### src/rtl/riscv_rf_pkg.sv
`default_nettype none
// ============================================================================
//  Module      : riscv_rf_pkg
//  Description : Shared constants and types for the integer register file.
//  Revision    : 1.0 - initial release
// ============================================================================
package riscv_rf_pkg;

    localparam int XLEN   = 32;
    localparam int NREG   = 32;
    localparam int REG_AW = $clog2(NREG);

    typedef logic [REG_AW-1:0] reg_addr_t;
    typedef logic [XLEN-1:0]   xlen_t;

    localparam reg_addr_t ZERO_REG = '0;

endpackage
`default_nettype wire

### src/rtl/riscv_rf_scoreboard.sv
`default_nettype none
// ============================================================================
//  Module      : riscv_rf_scoreboard
//  Description : Per-register pending-write bits with hazard lookups that
//                mask a write retiring in the same cycle.
//  Revision    : 1.0 - initial release
// ============================================================================
module riscv_rf_scoreboard #(
    parameter int NREG = 32,
    parameter int AW   = 5
) (
    input  logic          clk,
    input  logic          rst,
    input  logic          set_valid,
    input  logic [AW-1:0] set_addr,
    input  logic          clr_valid,
    input  logic [AW-1:0] clr_addr,
    input  logic [AW-1:0] rs1_addr,
    input  logic [AW-1:0] rs2_addr,
    output logic          rs1_busy,
    output logic          rs2_busy
);
    import riscv_rf_pkg::*;

    logic [NREG-1:0] r_busy;
    logic [NREG-1:0] w_busy_nxt;
    logic            w_clr_live;

    assign w_clr_live = clr_valid && (clr_addr != AW'(ZERO_REG));

    // Set beats clear on the same address: a newer writer is already in flight.
    always_comb begin
        w_busy_nxt = r_busy;
        for (int i = 1; i < NREG; i++) begin
            if (set_valid && (set_addr == AW'(i)))
                w_busy_nxt[i] = 1'b1;
            else if (w_clr_live && (clr_addr == AW'(i)))
                w_busy_nxt[i] = 1'b0;
        end
        w_busy_nxt[0] = 1'b0;
    end

    always_ff @(posedge clk or posedge rst) begin
        if (rst)
            r_busy <= '0;
        else
            r_busy <= w_busy_nxt;
    end

    assign rs1_busy = r_busy[rs1_addr] && !(w_clr_live && (clr_addr == rs1_addr));
    assign rs2_busy = r_busy[rs2_addr] && !(w_clr_live && (clr_addr == rs2_addr));

endmodule
`default_nettype wire

### src/rtl/riscv_regfile_rp2w1.sv
`default_nettype none
// ============================================================================
//  Module      : riscv_regfile_rp2w1
//  Description : 2-read / 1-write integer register file with write-through
//                bypass and pending-write scoreboard. Optional per-entry
//                parity when RF_PARITY_EN is defined.
//  Revision    : 1.0 - initial release
// ============================================================================
module riscv_regfile_rp2w1 #(
    parameter int XLEN = 32,
    parameter int NREG = 32,
    parameter int AW   = 5
) (
    input  logic            clk,
    input  logic            rst,
    input  logic [AW-1:0]   rf_rs1_addr,
    input  logic [AW-1:0]   rf_rs2_addr,
    output logic [XLEN-1:0] rf_rs1_data,
    output logic [XLEN-1:0] rf_rs2_data,
    input  logic            wb_we,
    input  logic [AW-1:0]   wb_rd_addr,
    input  logic [XLEN-1:0] wb_rd_data,
    input  logic            sb_set_valid,
    input  logic [AW-1:0]   sb_set_addr,
    input  logic [AW-1:0]   sb_rs1_addr,
    input  logic [AW-1:0]   sb_rs2_addr,
    output logic            sb_rs1_busy,
    output logic            sb_rs2_busy,
    output logic            rf_parity_err
);
    import riscv_rf_pkg::*;

    logic [XLEN-1:0] r_mem [NREG];
    logic            w_wr_en;
    logic            w_rs1_zero;
    logic            w_rs2_zero;
    logic            w_rs1_byp;
    logic            w_rs2_byp;

    assign w_wr_en    = wb_we && (wb_rd_addr != AW'(ZERO_REG));
    assign w_rs1_zero = (rf_rs1_addr == AW'(ZERO_REG));
    assign w_rs2_zero = (rf_rs2_addr == AW'(ZERO_REG));
    assign w_rs1_byp  = w_wr_en && (wb_rd_addr == rf_rs1_addr);
    assign w_rs2_byp  = w_wr_en && (wb_rd_addr == rf_rs2_addr);

    // Data path storage is intentionally left unreset.
    always_ff @(posedge clk) begin
        if (w_wr_en)
            r_mem[wb_rd_addr] <= wb_rd_data;
    end

    always_comb begin
        rf_rs1_data = r_mem[rf_rs1_addr];
        if (w_rs1_zero)
            rf_rs1_data = '0;
        else if (w_rs1_byp)
            rf_rs1_data = wb_rd_data;

        rf_rs2_data = r_mem[rf_rs2_addr];
        if (w_rs2_zero)
            rf_rs2_data = '0;
        else if (w_rs2_byp)
            rf_rs2_data = wb_rd_data;
    end

    riscv_rf_scoreboard #(
        .NREG (NREG),
        .AW   (AW)
    ) u_scoreboard (
        .clk       (clk),
        .rst       (rst),
        .set_valid (sb_set_valid),
        .set_addr  (sb_set_addr),
        .clr_valid (wb_we),
        .clr_addr  (wb_rd_addr),
        .rs1_addr  (sb_rs1_addr),
        .rs2_addr  (sb_rs2_addr),
        .rs1_busy  (sb_rs1_busy),
        .rs2_busy  (sb_rs2_busy)
    );

`ifdef RF_PARITY_EN
    logic r_par [NREG];
    logic r_parity_err;
    logic w_rs1_perr;
    logic w_rs2_perr;

    always_ff @(posedge clk) begin
        if (w_wr_en)
            r_par[wb_rd_addr] <= ^wb_rd_data;
    end

    // Only array reads are checked; bypassed and x0 values never touch storage.
    assign w_rs1_perr = !w_rs1_zero && !w_rs1_byp &&
                        ((^r_mem[rf_rs1_addr]) != r_par[rf_rs1_addr]);
    assign w_rs2_perr = !w_rs2_zero && !w_rs2_byp &&
                        ((^r_mem[rf_rs2_addr]) != r_par[rf_rs2_addr]);

    always_ff @(posedge clk or posedge rst) begin
        if (rst)
            r_parity_err <= 1'b0;
        else if (w_rs1_perr || w_rs2_perr)
            r_parity_err <= 1'b1;
    end

    assign rf_parity_err = r_parity_err;
`else
    assign rf_parity_err = 1'b0;
`endif

endmodule
`default_nettype wire

### config.mk
export PLATFORM = sky130hd
export DESIGN_NAME = riscv_regfile_rp2w1
export DESIGN_NICKNAME = d
export VERILOG_FILES = /design/src/rtl/riscv_rf_pkg.sv /design/src/rtl/riscv_rf_scoreboard.sv /design/src/rtl/riscv_regfile_rp2w1.sv
export SDC_FILE = /design/constraint.sdc
export NUM_CORES = 1
export LEC_CHECK = 0
export BUFFER_PORTS_ARGS = -buffer_cell sky130_fd_sc_hd__buf_2
export CAP_MARGIN = 0
export CELL_PAD_IN_SITES_DETAIL_PLACEMENT = 0
export CELL_PAD_IN_SITES_GLOBAL_PLACEMENT = 1
export CORE_MARGIN = 8
export CORE_UTILIZATION = 41
export CTS_CLUSTER_DIAMETER = 100
export DETAILED_ROUTE_END_ITERATION = 16
export MAX_ROUTING_LAYER = met4
export PLACE_DENSITY_LB_ADDON = 0.25
export SLEW_MARGIN = 10
export SYNTH_ARGS = -nofsm -noshare
export SYNTH_HDL_FRONTEND = slang
export SYNTH_HIERARCHICAL = 1
export SYNTH_SLANG_ARGS = --single-unit
### constraint.sdc
create_clock -name clk -period 5.97 [get_ports clk]
set_input_delay 0.2985 -clock clk [delete_from_list [all_inputs] [get_ports clk]]
set_output_delay 0.2985 -clock clk [all_outputs]
set_load 0.05 [all_outputs]
# Yosys cells after proc, flatten, opt, wreduce, memory -nomap -nowiden

Memory sizes are Yosys's and may differ from the RTL's.
Cells that the tools add are included.

Eq/ne operators: 66
Magnitude comparators: 2
Reduce and logical (&&, ||, !) cells: 105
Mux-type cells: 72

Operators with widths:

| cell                                                                          | number |
|---|---|
| 5-bit == test (second input constant)                                         | 32 |
| 32-bit 2-to-1 mux                                                             | 4 |
| 5-bit by 4-bit == test with 1-bit output (second input constant)              | 16 |
| 1-bit logical AND                                                             | 69 |
| 1-bit 2-to-1 mux                                                              | 66 |
| 2-bit nonzero test                                                            | 31 |
| 5-bit by 3-bit == test with 1-bit output (second input constant)              | 8 |
| 5-bit by 2-bit == test with 1-bit output (second input constant)              | 4 |
| 5-bit == test                                                                 | 4 |
| 5-bit by 6-bit less-than comparator with 1-bit output (second input constant) | 2 |
| 1-bit binary-select mux with 5-bit select                                     | 2 |
| 5-bit by 1-bit == test with 1-bit output (second input constant)              | 2 |
| 5-bit zero test                                                               | 2 |
| 5-bit nonzero test                                                            | 1 |
| 1-bit zero test                                                               | 2 |

Memories kept: 1
Memory bits (writable): 1024
Register bits: 31
Input bits: 66

Memories:

| memory | words | bits a word | rd ports | clocked after Yosys merged registers in | wr ports | RTL line                  | text |
|---|---|---|---|---|---|---|---|
| r_mem  | 32    | 32          | 2        | 0                                       | 1        | riscv_regfile_rp2w1.sv:33 | `logic [XLEN-1:0] r_mem [NREG];` |

# Logic depth before layout (Yosys ltp)

Depth after elaboration: 5
Depth in mapped cells: 11
Depth with buffers taken out: 6

# Cells and area by module

Netlist, hierarchy kept.

Modules (own cells, without submodules):

| module              | instances | cells each | seq. area each (µm²) | area each (µm²) |
|---|---|---|---|---|
| riscv_regfile_rp2w1 | 1         | 2599       | 30749.5              | 48074.9 |
| riscv_rf_scoreboard | 1         | 199        | 775.7                | 2047.0 |

# Worst setup path before layout

Ideal clock, no wire load.

Kind: input to register
Start: input port wb_rd_addr[4]
End: memory r_mem[12][0] (enable)
Setup slack: 3.014 ns
Stages: 6
Arrival time: 2.535 ns
Required time: 5.549 ns
Cells stage by stage: buf_2 > or3_4 > o31ai_4 > or3_1 > clkbuf_1 > nor2_1

Word-level cells in the longest chain between the ends: 4

Ends and longest elaborated chain:

| item                                   | RTL line                  | text |
|---|---|---|
| start: declaration                     | riscv_regfile_rp2w1.sv:21 | `input logic [AW-1:0] wb_rd_addr,` |
| 5-bit nonzero test                     | riscv_regfile_rp2w1.sv:40 | `assign w_wr_en = wb_we && (wb_rd_addr != AW'(ZERO_REG));` |
| 1-bit logical AND                      | riscv_regfile_rp2w1.sv:40 |  |
| 1-bit 2-to-1 mux                       | riscv_regfile_rp2w1.sv:48 | `if (w_wr_en)` |
| 1-bit 2-to-1 mux (implied by the code) | riscv_regfile_rp2w1.sv:49 | `r_mem[wb_rd_addr] <= wb_rd_data;` |
| end: declaration                       | riscv_regfile_rp2w1.sv:33 |  |

Several ways; a longest one is shown, not always the timed one.

# Worst setup path in the final report

Start: input port rf_rs2_addr[3]
End: output port rf_rs2_data[6]

Word-level cells in the longest chain between the ends: 4
Elaborated cells between the ends (all ways): 6
Classes of those cells: eq/ne: 1; mux: 2; reduce/logical: 2; memory: 1

Ends and longest elaborated chain:

| item                                                            | RTL line                  | text |
|---|---|---|
| start: declaration                                              | riscv_regfile_rp2w1.sv:17 | `input logic [AW-1:0] rf_rs2_addr,` |
| branches (longest 3 deep; another with memory read 32 x 32 bit) | n/a                       |  |
| 32-bit 2-to-1 mux (*)                                           | riscv_regfile_rp2w1.sv:60 | `if (w_rs2_zero)` |
| end: declaration                                                | riscv_regfile_rp2w1.sv:19 | `output logic [XLEN-1:0] rf_rs2_data,` |

Every way passes the cells marked *.

==> impl_metrics.ini <==
[yosys]
synth_area_sq_um = 50120
syn_avg_cell_area_sq_um = 17.91
synth_top_cell_by_area = edfxtp_1
synth_ff_type = edfxtp_1
synth_top_area_share_pct = 61.35
ys_ff_latch = 1055
synthTopCellsByArea = edfxtp_1 (61%), mux4_2 (18%), mux2i_1 (4.9%)
synth_cells = 2798
ys_async_sr_fraction_pct = 2.938
yosys_warnings = 6
synth_seq_area_share_pct = 62.90
ys_types = 66
synth_edf_count = 1024

[timing]
worst_pin_slew_ns = 1.311
holdWs_ns = 0.1119
layout_min_cycle_time_ns = 4.220
finClkSkew_ns = 0
period_share_pct = 70.69
setup_viol = 0
rsz0062_at_grt = false
max_freq_ghz = 0.2370
finalMaxSlewViolations = 0
timing.final.ws_setup_ns = 1.750
slew_headroom_pct = 12.61
setup_tns_ns = 0
final_hold_viol_count = 0

[worst_setup_path]
critPathMaxFanout = 15
critPathCapture = rf_rs2_data[6]
critPathKind = input port to output port
crit_required_ns = 5.67
r2r-start = u_scoreboard/r_busy[2]
crit_arrival_ns = 3.92
start_kind = input port
rr_worst_depth = 2
worst_setup_path_end_kind = output port
startpoint = rf_rs2_addr[3]
r2r_setup_slack_ns = 5.21
rr_endpoint = u_scoreboard/r_busy[2]

[floorplan]
die_area_sq_um = 133700
rows = 128
dieHeight_um = 365.6
die_width_um = 365.6
start_util_pct = 41.23
core-area_sq_um = 121600
num_io_pins = 133

[route]
num_vias = 31060
via_per_inst = 6.654
initialDrtViolationCount = 4080
wirelength_um = 171900
firstDrtPassIters = 6
wl_per_cell_um = 36.82
ant_nets = 0
drc = 0

[clocking]
clk_latency_ns = 0.70
postCtsHoldBufs = 8
post_cts_buffers = 0
cts_buffers = 112
cts_root_buf = clkbuf_16
clockBufferDepth = 3
cts_tree = built
cts_sinks = 1055
cts.repair.resized = 0
htree_num_levels = 3
clk_pin_slew_ns = 0.06

[power]
power-per-cell-area_nw_per_um2 = 307.4
peakVddDrop_uv = 196.9
power_mw = 17.39
power.static_leakage_nw = 18.35

[hold_path]
hp-class = input port to flip-flop
whs_path_depth = 1
hp-start = wb_rd_data[7]

[layout]
fin_util_pct = 46.53
postLayoutCellArea_sq_um = 56560
syn_to_final_growth_pct = 12.85
drive_gt1_share_pct = 28.68
final_cells = 4668
nNetsFinal = 3003

[grt]
globalRouteOverflowTotal = 0
grt_pass1_wl_um = 239500
grt_max_degree = 105
antenna_found_initial = 14
first_global_vias = 31530
gr-usage-all-layers_pct = 25.87

[place]
dp_slack_ns = 1.860
dp_hpwl_um = 99670
routabilityCongestion = 0.8652
dpl-instance-area_sq_um = 52750
io_buffers = 131
dp_cells = 4440

[outcome]
outcome = complete, no violations

[flow_run]
cap_viol_max_count = 0
-- worst max-delay path, stage by stage --
cell	delay, ns
buf_2	0.52
inv_1	0.64
nor2_1	1.10
a21o_1	0.20
a222oi_1	0.09
a31oi_1	0.65
buf_2	0.40
-- layer usage --
layer | GRT usage (%) | share of wire, % | vias to the layer above
met5 | - | 0 | -
met4 | 6.594 | 2.4 | 0
met3 | 4.955 | 9.2 | 248
met2 | 40.17 | 47 | 1815
met1 | 35.31 | 41 | 16770
li1 | - | - | 12230
-- how the worst min path moves through the flow --
stage	end	slack, ns
2_1_floorplan	u_scoreboard/r_busy[10]	0.40
3_3_place_gp	u_scoreboard/r_busy[5]	0.50
3_5_place_dp	u_scoreboard/r_busy[22]	0.52
4_1_cts	r_mem[6][1]	0.07
5_1_grt	r_mem[25][5]	0.12
6_report	r_mem[0][7]	0.11
-- synthesized netlist by cell type, types with 4 or more instances --
cell type	instances
nand2b_1	12
mux4_1	10
nand2_1	97
a31oi_1	11
buf_2	70
nor2_1	53
nor3_1	14
o221ai_1	40
nand4_1	9
buf_1	10
o22ai_1	41
buf_8	4
a222oi_1	8
a21oi_1	50
mux2i_1	243
xor2_1	10
clkbuf_1	99
o211ai_1	4
a21boi_1	9
inv_1	9
xnor2_1	10
o21ai_0	105
mux4_2	391
a21o_1	8
a221o_1	20
nand3_1	17
a22o_1	9
dfrtp_1	31
buf_6	22
buf_4	22
nand3b_1	9
o311ai_0	5
edfxtp_1	1024
a211oi_1	74
mux2_2	50
a221oi_1	17
nor2b_1	31
and2_1	4
a22oi_1	65
a32o_1	31
a2111oi_0	4
-- layout by cell type, fill, tap and decap left out, drive strengths merged, types with 11 or more instances in the layout --
cell	n
mux2	50
o22ai	41
nand2b	12
a21oi	50
bufinv	14
a211oi	76
inv	14
mux2i	243
dfrtp	31
clkinv	50
nor2	53
o21ai	105
o221ai	40
nand2	97
buf	213
a221o	20
a31oi	11
nand3	17
a22oi	65
mux4	401
a221oi	17
a32o	31
edfxtp	1024
clkbuf	139
nor2b	31
nor3	16
conb	33
-- layout make-up --
cell class                      count  area (sq um)
Inverter                            9         33.78
Antenna cell                        6         15.01
Tap cell                         1625          2033
Multi-Input combinational cell   1537         17720
Clock inverter                     76         770.7
Sequential cell                  1055         31530
Clock buffer                      138          2942
Timing Repair Buffer              222          1524
Fill cell                       10250         64990
-- cell families (layout without fill, tap and decap cells) --
| family | after synthesis | in the layout | synth area share, % |
|---|---|---|---|
| mux | 694 | 694 | 24.07 |
| buf+inv | 238 | 445 | 2.576 |
| xor+xnor | 20 | 20 | 0.3495 |
| other cells | 1 | 39 | 0.007482 |
| flops | 1055 | 1055 | 62.90 |
| simple gates | 272 | 272 | 2.679 |
| compound gates | 518 | 518 | 7.422 |
-- flip-flops by register name (all words and copies together) (netlist names) --
name                 cells
r_mem                 1024
u_scoreboard/r_busy     31
-- report_power, final --
part	leakage, nW	internal, mW	total, mW	switching [mW]
clock	1.80	4.11	7.13	3.02
sequential	9.63	8.28	8.36	0.0797
combinational	6.93	0.660	1.90	1.24
No activity file was read; power rests on OpenSTA's default activity.
